`config.mk`:
```
export PLATFORM = sky130hd
export DESIGN_NAME = regfile_write_arbiter
export DESIGN_NICKNAME = d
export VERILOG_FILES = /design/src/rtl/regfile_write_arbiter.sv
export SDC_FILE = /design/constraint.sdc
export NUM_CORES = 1
export LEC_CHECK = 0
export ABC_AREA = 1
export CAP_MARGIN = 20
export CORE_MARGIN = 2
export CORE_UTILIZATION = 35
export DETAILED_ROUTE_END_ITERATION = 16
export PLACE_DENSITY = 0.77
export SLEW_MARGIN = 15
export SYNTH_ARGS = -nofsm -noshare
export SYNTH_HDL_FRONTEND = slang
export SYNTH_SLANG_ARGS = --single-unit
```
`constraint.sdc`:
```
create_clock -name clk -period 1.4 [get_ports clk]
set_input_delay 0.14 -clock clk [delete_from_list [all_inputs] [get_ports clk]]
set_output_delay 0.14 -clock clk [all_outputs]
set_load 0.005 [all_outputs]
```
`src/rtl/regfile_write_arbiter.sv`:
```
// Round-robin arbiter sharing the register-file write port among R writeback sources, with forwarding hits.
// Grant is combinational and the write port is registered one cycle later; the register file never backpressures.
module regfile_write_arbiter #(
  parameter int B  = 32,
  parameter int N  = 5,
  parameter int R  = 2,
  parameter int CW = 16
) (
  input  logic           clk,
  input  logic           rst_n,
  input  logic [R-1:0]   req_valid,
  input  logic [R*N-1:0] req_addr,
  input  logic [R*B-1:0] req_data,
  output logic [R-1:0]   req_ready,
  output logic [N-1:0]   w_addr,
  output logic [B-1:0]   w_data,
  output logic           write_en,
  input  logic [N-1:0]   r_addr1,
  input  logic [N-1:0]   r_addr2,
  output logic           fwd_hit1,
  output logic           fwd_hit2,
  output logic [B-1:0]   fwd_data,
  output logic [CW-1:0]  stall_cnt
);

  localparam int PW = (R > 1) ? $clog2(R) : 1;

  logic [PW-1:0] ptr;
  logic [PW-1:0] winner;
  logic [PW-1:0] ptr_nxt;
  logic [R-1:0]  grant;
  logic          accept;
  logic          stalled;
  logic [N-1:0]  sel_addr;
  logic [B-1:0]  sel_data;

  // Scan from the farthest offset down so the nearest valid index to ptr wins.
  always_comb begin
    grant  = '0;
    winner = '0;
    for (int k = R - 1; k >= 0; k--) begin
      if (req_valid[(int'(ptr) + k) % R]) begin
        winner = PW'((int'(ptr) + k) % R);
      end
    end
    if (|req_valid) begin
      grant[winner] = 1'b1;
    end
  end

  assign req_ready = rst_n ? grant : '0;
  assign accept    = |(req_valid & req_ready);
  assign stalled   = |(req_valid & ~req_ready);
  assign sel_addr  = req_addr[int'(winner) * N +: N];
  assign sel_data  = req_data[int'(winner) * B +: B];
  assign ptr_nxt   = PW'((int'(winner) + 1) % R);

  always_ff @(posedge clk or negedge rst_n) begin
    if (!rst_n) begin
      ptr       <= '0;
      w_addr    <= '0;
      w_data    <= '0;
      write_en  <= 1'b0;
      stall_cnt <= '0;
    end else begin
      if (accept) begin
        w_addr   <= sel_addr;
        w_data   <= sel_data;
        // Register 0 is hardwired: the write is taken but never enabled.
        write_en <= (sel_addr != '0);
        ptr      <= ptr_nxt;
      end else begin
        write_en <= 1'b0;
      end
      if (stalled && (stall_cnt != '1)) begin
        stall_cnt <= stall_cnt + CW'(1);
      end
    end
  end

  assign fwd_hit1 = write_en && (w_addr == r_addr1);
  assign fwd_hit2 = write_en && (w_addr == r_addr2);
  assign fwd_data = w_data;

endmodule

```
# After elaboration in Yosys (flattened, before gate mapping)
# Index checks and enable logic that the tools add are counted.
[totals] inputBits=88 register_bits=55 out_inout_bits=90 wordCells=42
[op_classes] n_shift=2 reduce_logical=8 bitwise=4 muxes=12 magnitude_cmp=4 eq_ne=3 n_addsub=3 n_mul=1
[op_table] op="$shiftx A64 B7 Y32" count=1
[op_table] op="$add A16 B1 Y16 const B" count=1
[op_table] op="$ne A16 B16 Y1 const B" count=1
[op_table] op="$eq A5 B5 Y1" count=2
[op_table] op="$shiftx A10 B5 Y5" count=1
[op_table] op="$mux W1" count=9
[op_table] op="$reduce_or A2 Y1" count=3
[op_table] op="$reduce_bool A5 Y1" count=1
[op_table] op="$and A2 B2 Y2" count=2
[op_table] op="$logic_and A1 B1 Y1" count=4
[op_table] op="$lt A1 B2 Y1 const B" count=2
[op_table] op="$mul A1 B3 Y4 const B" count=1
[op_table] op="$mux W2" count=2
[op_table] op="$lt A2 B3 Y1 const B" count=1
[op_table] op="$add A1 B1 Y1 const B" count=2
[op_table] op="$not A2 Y2" count=1
[op_table] op="$and A1 B1 Y1 const A" count=1
[op_table] op="$demux W1 S1" count=1
[op_table] op="$ge A1 B1 Y1 const B" count=1

# Longest topological paths before layout
# Gate-level depths: netlist of run 1.
[depth] depth_word=17 depth_mapped=9 depth_no_buf=9

# Least setup slack after synthesis of run 1
# OpenSTA, ideal clock, no wires.
[synth_timing] path_type="register to register" from="register stall_cnt[0]" to="register stall_cnt[4]" path_slack_ps=-198 t_required_ps=1284 path_stages_with_launch=10 arrival_time_ps=1481 setup_time_ps=116 cell_sequence="dfrtp_1 -> ha_1 -> inv_2 -> nor2_4 -> nand2_4 -> o21ai_4 -> inv_4 -> buf_6 -> nand2_1 -> nand2_1"
[synth_via] elab_chain_cells=2 elab_cells_between_ends=3
[synth_lines] element="start, declared" line="23" rtl="output logic [CW-1:0] stall_cnt"
[synth_lines] element="start signal, assigned" line="76" rtl="stall_cnt <= stall_cnt + CW'(1);"
[synth_lines] element="parallel branches: the longest is 2 deep, another holds $add A16 B1 Y16"
# Several ways; the timed one is not identified.
# A chain may end at the register's enable or synchronous reset.

# Worst setup path in the final report of run 1
[layout_timing] from="register w_addr[4]" to="output port fwd_hit2"
[layout_via] elab_chain_cells=2
[layout_lines] element="start, declared" line="15" rtl="output logic [N-1:0] w_addr,"
[layout_lines] element="start signal, assigned" line="67" rtl="w_addr <= sel_addr;"
[layout_lines] element="$eq A5 B5 Y1" line="82" rtl="assign fwd_hit2 = write_en && (w_addr == r_addr2);"
[layout_lines] element="$logic_and A1 B1 Y1" line="82"
[layout_lines] element="end, declared" line="21" rtl="output logic fwd_hit2,"
# No other way between the ends.

==> flow_summary_export.csv, run 1 <==
group,metric,value,unit
pwr,p_per_area,890.5,mW/mm^2
global_route,gr-total-overflow,0,
critical_path,crit_slowest_cell,"dfrtp_1",
route,vias,3670,
timing,worst_pin_slew,0.4244,ns
timing,setup_viol,5,
global_route,grt_pass1_wl,16820,microns
route,viasPerCell,4.933,
clock_tree,cts_tree,"done",
critical_path,crit_buf_inv,1,
clock_tree,cts_root_buf,"clkbuf_8",
timing,fin_crit_sh,106.7,%
yosys,yosysWarnings,0,
layout,layout_common_cells,"140 x clkdlybuf4s50_1, 113 x nand2_1, 52 x dfrtp_1, 47 x buf_4, 43 x o21ai_0",
yosys,syn_inst,428,
critical_path,cp_data_arrival_time,1.35,ns
timing,fmax,669.5,MHz
worst_hold_path,min_path_type,"in2reg",
global_route,antenna_found_initial,0,
yosys,syn-mean-instance-area,7.455,sq um
layout,antenna_cells,0,
floorplan,coreArea,0.008763,sq mm
clock_tree,worstSkewPairLatency,0.30,ns
layout,n_fill_cell,719,
route,routed_wirelength,11200,microns
pwr,vdd_ir_drop_max,0.0006626,V
clock_tree,clk_path_buf_depth,2,
placement,place_congestion,0.8671,
global_route,grt_max_degree,35,
clock_tree,numCtsBuffers,5,
timing,fin_crit,1.494,ns
floorplan,pin_count,178,
placement,place_area,0.005181,sq mm
timing,slew_headroom,71.71,%
critical_path,r2r_slack,-0.08,ns
pwr,pwr-share-seq,39.4,%
timing,hold_viol_final,0,
layout,fin_nets,724,
floorplan,chipHeight,99.48,microns
global_route,first_global_vias,3618,
floorplan,die_w,99.48,microns
floorplan,dieArea,0.009895,sq mm
route,ant_nets,0,
critical_path,worst-setup-path-type,"reg2out",
floorplan,num_rows,34,
clock_tree,h-tree-depth,2,
pwr,pwr-share-clk,16.6,%
timing,maxSlewViolCount,0,
pwr,p_sw_share,30.95,%
status,failed_checks,"negative setup slack",
critical_path,slowest_delay,0.43,ns
critical_path,end_kind,"output port",
critical_path,critPathTopFamily,"flip-flops",
yosys,synth_nets,517,
pwr,p_leak,2.702,nW
layout,syn_to_final_growth,80.43,%
critical_path,cp_cell_sequence,"xnor2_1 > o2111ai_1 > nor2_1 > buf_2",
global_route,gr-usage-all-layers,20.86,%
layout,final_cell_area,0.005757,sq mm
yosys,yosysSeqAreaShare,43.14,%
pwr,p_sw,1.587,mW
floorplan,initial_core_util,36.41,%
pwr,p_int,3.539,mW
pwr,power_frac_comb,44.0,%
yosys,synth_seq_cells,55,
flow_run,cap_viol_max_count,0,
route,drc_errors,0,
timing,holdWs,0.3146,ns
route,drtPass1Iterations,4,
yosys,yosysUniqueCellTypes,27,
critical_path,crit_required,1.26,ns
clock_tree,clk_pin_slew,0.09,ns
route,wl_per_cell,15.05,microns
critical_path,critPathMaxFanout,3,
yosys,netlist_area,0.003191,sq mm
placement,dp.final_hpwl,8095,microns
clock_tree,cts_sinks,55,
timing,setup_ws,-0.09370,ns
timing,finClkSkew,0.004083,ns
placement,io_buffers,177,
status,status,"finished with violations",
layout,final_common_cell,"clkdlybuf4s50_1",
timing,rsz0062_at_grt,"yes",
route,drtIter0Drc,89,
layout,drive_above_1_share,24.53,%
critical_path,worst_setup_path_start_kind,"register",
==> area by class of cell <==
class	count	area [sq um]	share of cell area, %
timing repair buffer	248	2430	42.21
multi-input combinational	300	1625	28.23
sequential	55	1380	23.97
tap	108	135.1	2.347
inverter	25	105.1	1.826
clock buffer	7	76.32	1.326
clock inverter	1	5.005	0.08694
==> power by group through the flow <==
| stage | combinational (mW) | clock (mW) | sequential [mW] |
|---|---|---|---|
| 6_report | 2.26 | 0.849 | 2.02 |
| 5_1_grt | 2.45 | 0.944 | 2.05 |
| 4_1_cts | 2.06 | 0.888 | 2.02 |
| 3_5_place_dp | 2.01 | 0 | 2.04 |
| 3_3_place_gp | 1.96 | 0 | 2.04 |
| 2_1_floorplan | 0.740 | 0 | 2.09 |
==> worst paths after layout <==
check                           cells past startpoint                    start                        to
worst min-delay path                                5                    rst_n           ptr$_DFFE_PN0P_
worst max register to register                     10          ptr$_DFFE_PN0P_        write_en$_DFF_PN0_
worst max-delay path                                4    w_addr[4]$_DFFE_PN0P_                  fwd_hit2
worst min register to register                      2  fwd_data[4]$_DFFE_PN0P_   fwd_data[4]$_DFFE_PN0P_
max in group asynchronous                           3                    rst_n  fwd_data[22]$_DFFE_PN0P_
min in group asynchronous                           3                    rst_n           ptr$_DFFE_PN0P_
==> routing by layer <==
metal	global-route usage [%]	up-vias	share of wire [%]
met5	0	-	0
met3	3.303	18	5.8
met2	37.21	141	51
met1	26.26	1760	41
li1	-	1751	-
met4	5.585	0	1.5
==> metrics by stage <==
step | cells | setup slack [ns] | total power [mW] | utilization (%) | setup TNS [ns]
final | 744 | -0.09370 | 5.126 | 65.69 | -0.3009
after global routing | 744 | -0.2120 | 5.445 | 65.69 | -2.752
after CTS | 730 | -0.07728 | 4.968 | 61.35 | -0.1435
after detailed placement | 709 | -0.3200 | 4.050 | 59.12 | -14.66
after global placement | 709 | -0.2870 | 3.994 | 59.12 | -12.36
after floorplan | 428 | -0.01629 | 2.828 | - | -0.1557
==> what timing repair did <==
action	4_1_cts	5_1_grt
setup buffers	12	12
hold buffers	1	0
gates resized for setup	47	119
endpoints found under the setup margin	52	65
hold endpoints to repair	55	0
gates cloned	0	2
pin swaps	7	14
==> Yosys cell counts (all sizes together) <==
cell type / count / area, sq um
a21oi: 3 / 15.01
and2b: 1 / 8.760
buf: 37 / 277.8
clkbuf: 11 / 41.29
dfrtp: 55 / 1376
ha: 1 / 12.51
inv: 25 / 96.35
nand2: 130 / 500.5
nand3: 7 / 35.03
nand3b: 3 / 22.52
nand4: 4 / 25.02
nor2: 57 / 239.0
o2111ai: 4 / 35.03
o21ai: 77 / 396.6
or2: 2 / 12.51
xnor2: 10 / 87.58
xor2: 1 / 8.760
==> worst min-delay path, delay by kind of cell <==
kind	cells	cell delay [ns]
and+or+nand+nor	2	0.18
buffers and inverters	2	0.18
AOI/OAI and AO/OA	1	0.08
==> sequential cells by signal, indices dropped and copies added (netlist names) <==
| name | flops |
|---|---|
| ptr | 1 |
| stall_cnt | 16 |
| fwd_data | 32 |
| write_en | 1 |
| w_addr | 5 |
==> cells by family after synthesis <==
logic type / synth area share [%]
simple gates: 26.43
fa+ha+maj: 0.3921
flops: 43.14
compound gates: 14.00
buf+inv: 13.02
xor+xnor: 3.020
(Power assumes the default switching activity.)
==> inputs of run 2 (changes only) <==
--- a/config.mk
+++ b/config.mk
@@ -10,7 +10,9 @@
 export CORE_MARGIN = 2
 export CORE_UTILIZATION = 35
 export DETAILED_ROUTE_END_ITERATION = 16
+export GPL_ROUTABILITY_DRIVEN = 1
 export PLACE_DENSITY = 0.77
+export RECOVER_POWER = 100
 export SLEW_MARGIN = 15
 export SYNTH_ARGS = -nofsm -noshare
 export SYNTH_HDL_FRONTEND = slang
==> flow_summary_export.csv, run 2 (synthesis gave the netlist of run 1 again) <==
group,metric,value,unit
placement,place_area,0.005181,sq mm
critical_path,cp_data_arrival_time,1.75,ns
layout,syn_to_final_growth,77.76,%
critical_path,critPathMaxFanout,5,
route,vias,3657,
global_route,gr-usage-all-layers,20.86,%
floorplan,initial_core_util,36.41,%
worst_hold_path,min_path_type,"in2reg",
clock_tree,numCtsBuffers,5,
global_route,gr-total-overflow,0,
route,wl_per_cell,14.99,microns
route,routed_wirelength,11160,microns
floorplan,pin_count,178,
timing,finClkSkew,0.002081,ns
global_route,first_global_vias,3618,
global_route,grt_pass1_wl,16820,microns
route,drtIter0Drc,83,
critical_path,end_kind,"register",
placement,place_congestion,0.8671,
flow_run,cap_viol_max_count,0,
clock_tree,worstSkewPairLatency,0.30,ns
timing,fin_crit_sh,110.7,%
clock_tree,clk_pin_slew,0.09,ns
timing,setup_ws,-0.1502,ns
layout,final_common_cell,"clkdlybuf4s50_1",
timing,fin_crit,1.550,ns
pwr,p_leak,2.563,nW
timing,hold_viol_final,0,
timing,slew_headroom,49.80,%
pwr,vdd_ir_drop_max,0.0006391,V
clock_tree,cts_tree,"done",
critical_path,worst_setup_path_start_kind,"input port",
floorplan,coreArea,0.008763,sq mm
route,drtPass1Iterations,4,
route,ant_nets,0,
timing,holdWs,0.3024,ns
layout,antenna_cells,0,
floorplan,num_rows,34,
clock_tree,h-tree-depth,2,
clock_tree,cts_root_buf,"clkbuf_8",
clock_tree,cts_sinks,55,
layout,layout_common_cells,"139 x clkdlybuf4s50_1, 113 x nand2_1, 52 x dfrtp_1, 43 x o21ai_0, 30 x buf_4",
timing,setup_viol,28,
timing,maxSlewViolCount,0,
layout,largest_register_ffs,32,
timing,fmax,645.1,MHz
route,drc_errors,0,
global_route,grt_max_degree,35,
timing,worst_pin_slew,0.7530,ns
placement,dp.final_hpwl,8095,microns
layout,fin_nets,724,
global_route,antenna_found_initial,0,
floorplan,die_w,99.48,microns
critical_path,worst-setup-path-type,"in2reg",
critical_path,crit_required,1.60,ns
pwr,p_per_area,891.3,mW/mm^2
floorplan,chipHeight,99.48,microns
timing,rsz0062_at_grt,"yes",
clock_tree,clk_path_buf_depth,2,
layout,final_cell_area,0.005672,sq mm
status,status,"finished with violations",
layout,drive_above_1_share,23.43,%
status,failed_checks,"negative setup slack",
placement,io_buffers,177,
floorplan,dieArea,0.009895,sq mm
route,viasPerCell,4.915,
-- run 2: cell types whose count changed in the layout (fill, tap and decap cells not counted), moves of 3 or more --
cell | previous run | this run
buf_4 | 47 | 30
buf_6 | 16 | 13
clkbuf_1 | 2 | 9
clkbuf_2 | 0 | 10
clkbuf_4 | 0 | 3
clkdlybuf4s25_1 | 0 | 9
dlymetal6s2s_1 | 9 | 0
-- run 2: through the flow --
stage / worst slack (ns) / total power, mW / utilization [%] / instances / TNS, ns
4_1_cts: -0.07728 / 4.968 / 61.35 / 730 / -0.1435
3_3_place_gp: -0.2870 / 3.994 / 59.12 / 709 / -12.36
5_1_grt: -0.2120 / 5.370 / 64.72 / 744 / -4.370
6_report: -0.1502 / 5.055 / 64.72 / 744 / -0.8570
3_5_place_dp: -0.3200 / 4.050 / 59.12 / 709 / -14.66
2_1_floorplan: -0.01629 / 2.828 / - / 428 / -0.1557
-- run 2: worst max-delay path, cell delays in order --
cell	delay (ns)
dlygate4sd3_1	0.59
nand2_2	0.12
nand2_4	0.06
buf_6	0.14
buf_4	0.14
buf_4	0.14
o21ai_2	0.14
nand2_1	0.08
nor2_1	0.14
nor2_1	0.05
-- run 2: per-layer routing --
metal  track usage (%)  up-vias  part of all wire, %
met5                 0        -                    0
met4             5.585        0                  1.5
met3             3.303       18                  5.6
met2             37.21      134                   52
met1             26.26     1753                   41
li1                  -     1752                    -
-- run 2: repair_timing --
action | in CTS | in global routing
hold buffers | 1 | 0
setup endpoints to repair | 52 | 65
endpoints found under the hold margin | 55 | 0
buffers inserted | 12 | 12
pin swaps | 7 | 14
gates cloned | 0 | 2
gates resized for setup | 47 | 119
-- run 2: layout make-up --
| class | instances | area (sq um) |
|---|---|---|
| sequential | 55 | 1380 |
| fill | 744 | 3092 |
| multi-input combinational | 300 | 1625 |
| tap | 108 | 135.1 |
| timing repair buffer | 248 | 2345 |
| clock buffer | 7 | 76.32 |
| clock inverter | 1 | 5.005 |
| inverter | 25 | 105.1 |
-- run 2: where the power goes --
part	switching, mW	total (mW)	internal, mW
Clock	0.497	0.850	0.353
Combinational	0.892	2.19	1.30
Sequential	0.195	2.02	1.82
-- run 2: worst paths after layout --
check	start	endpoint	slack (ns)	depth (start not counted)
min in group asynchronous	rst_n	ptr$_DFFE_PN0P_	0.54	3
min	rst_n	ptr$_DFFE_PN0P_	0.30	5
max in group asynchronous	rst_n	stall_cnt[0]$_DFFE_PN0P_	0.23	3
max	req_valid[0]	write_en$_DFF_PN0_	-0.15	10
max reg2reg	ptr$_DFFE_PN0P_	write_en$_DFF_PN0_	-0.07	10
min reg2reg	fwd_data[4]$_DFFE_PN0P_	fwd_data[4]$_DFFE_PN0P_	0.52	2
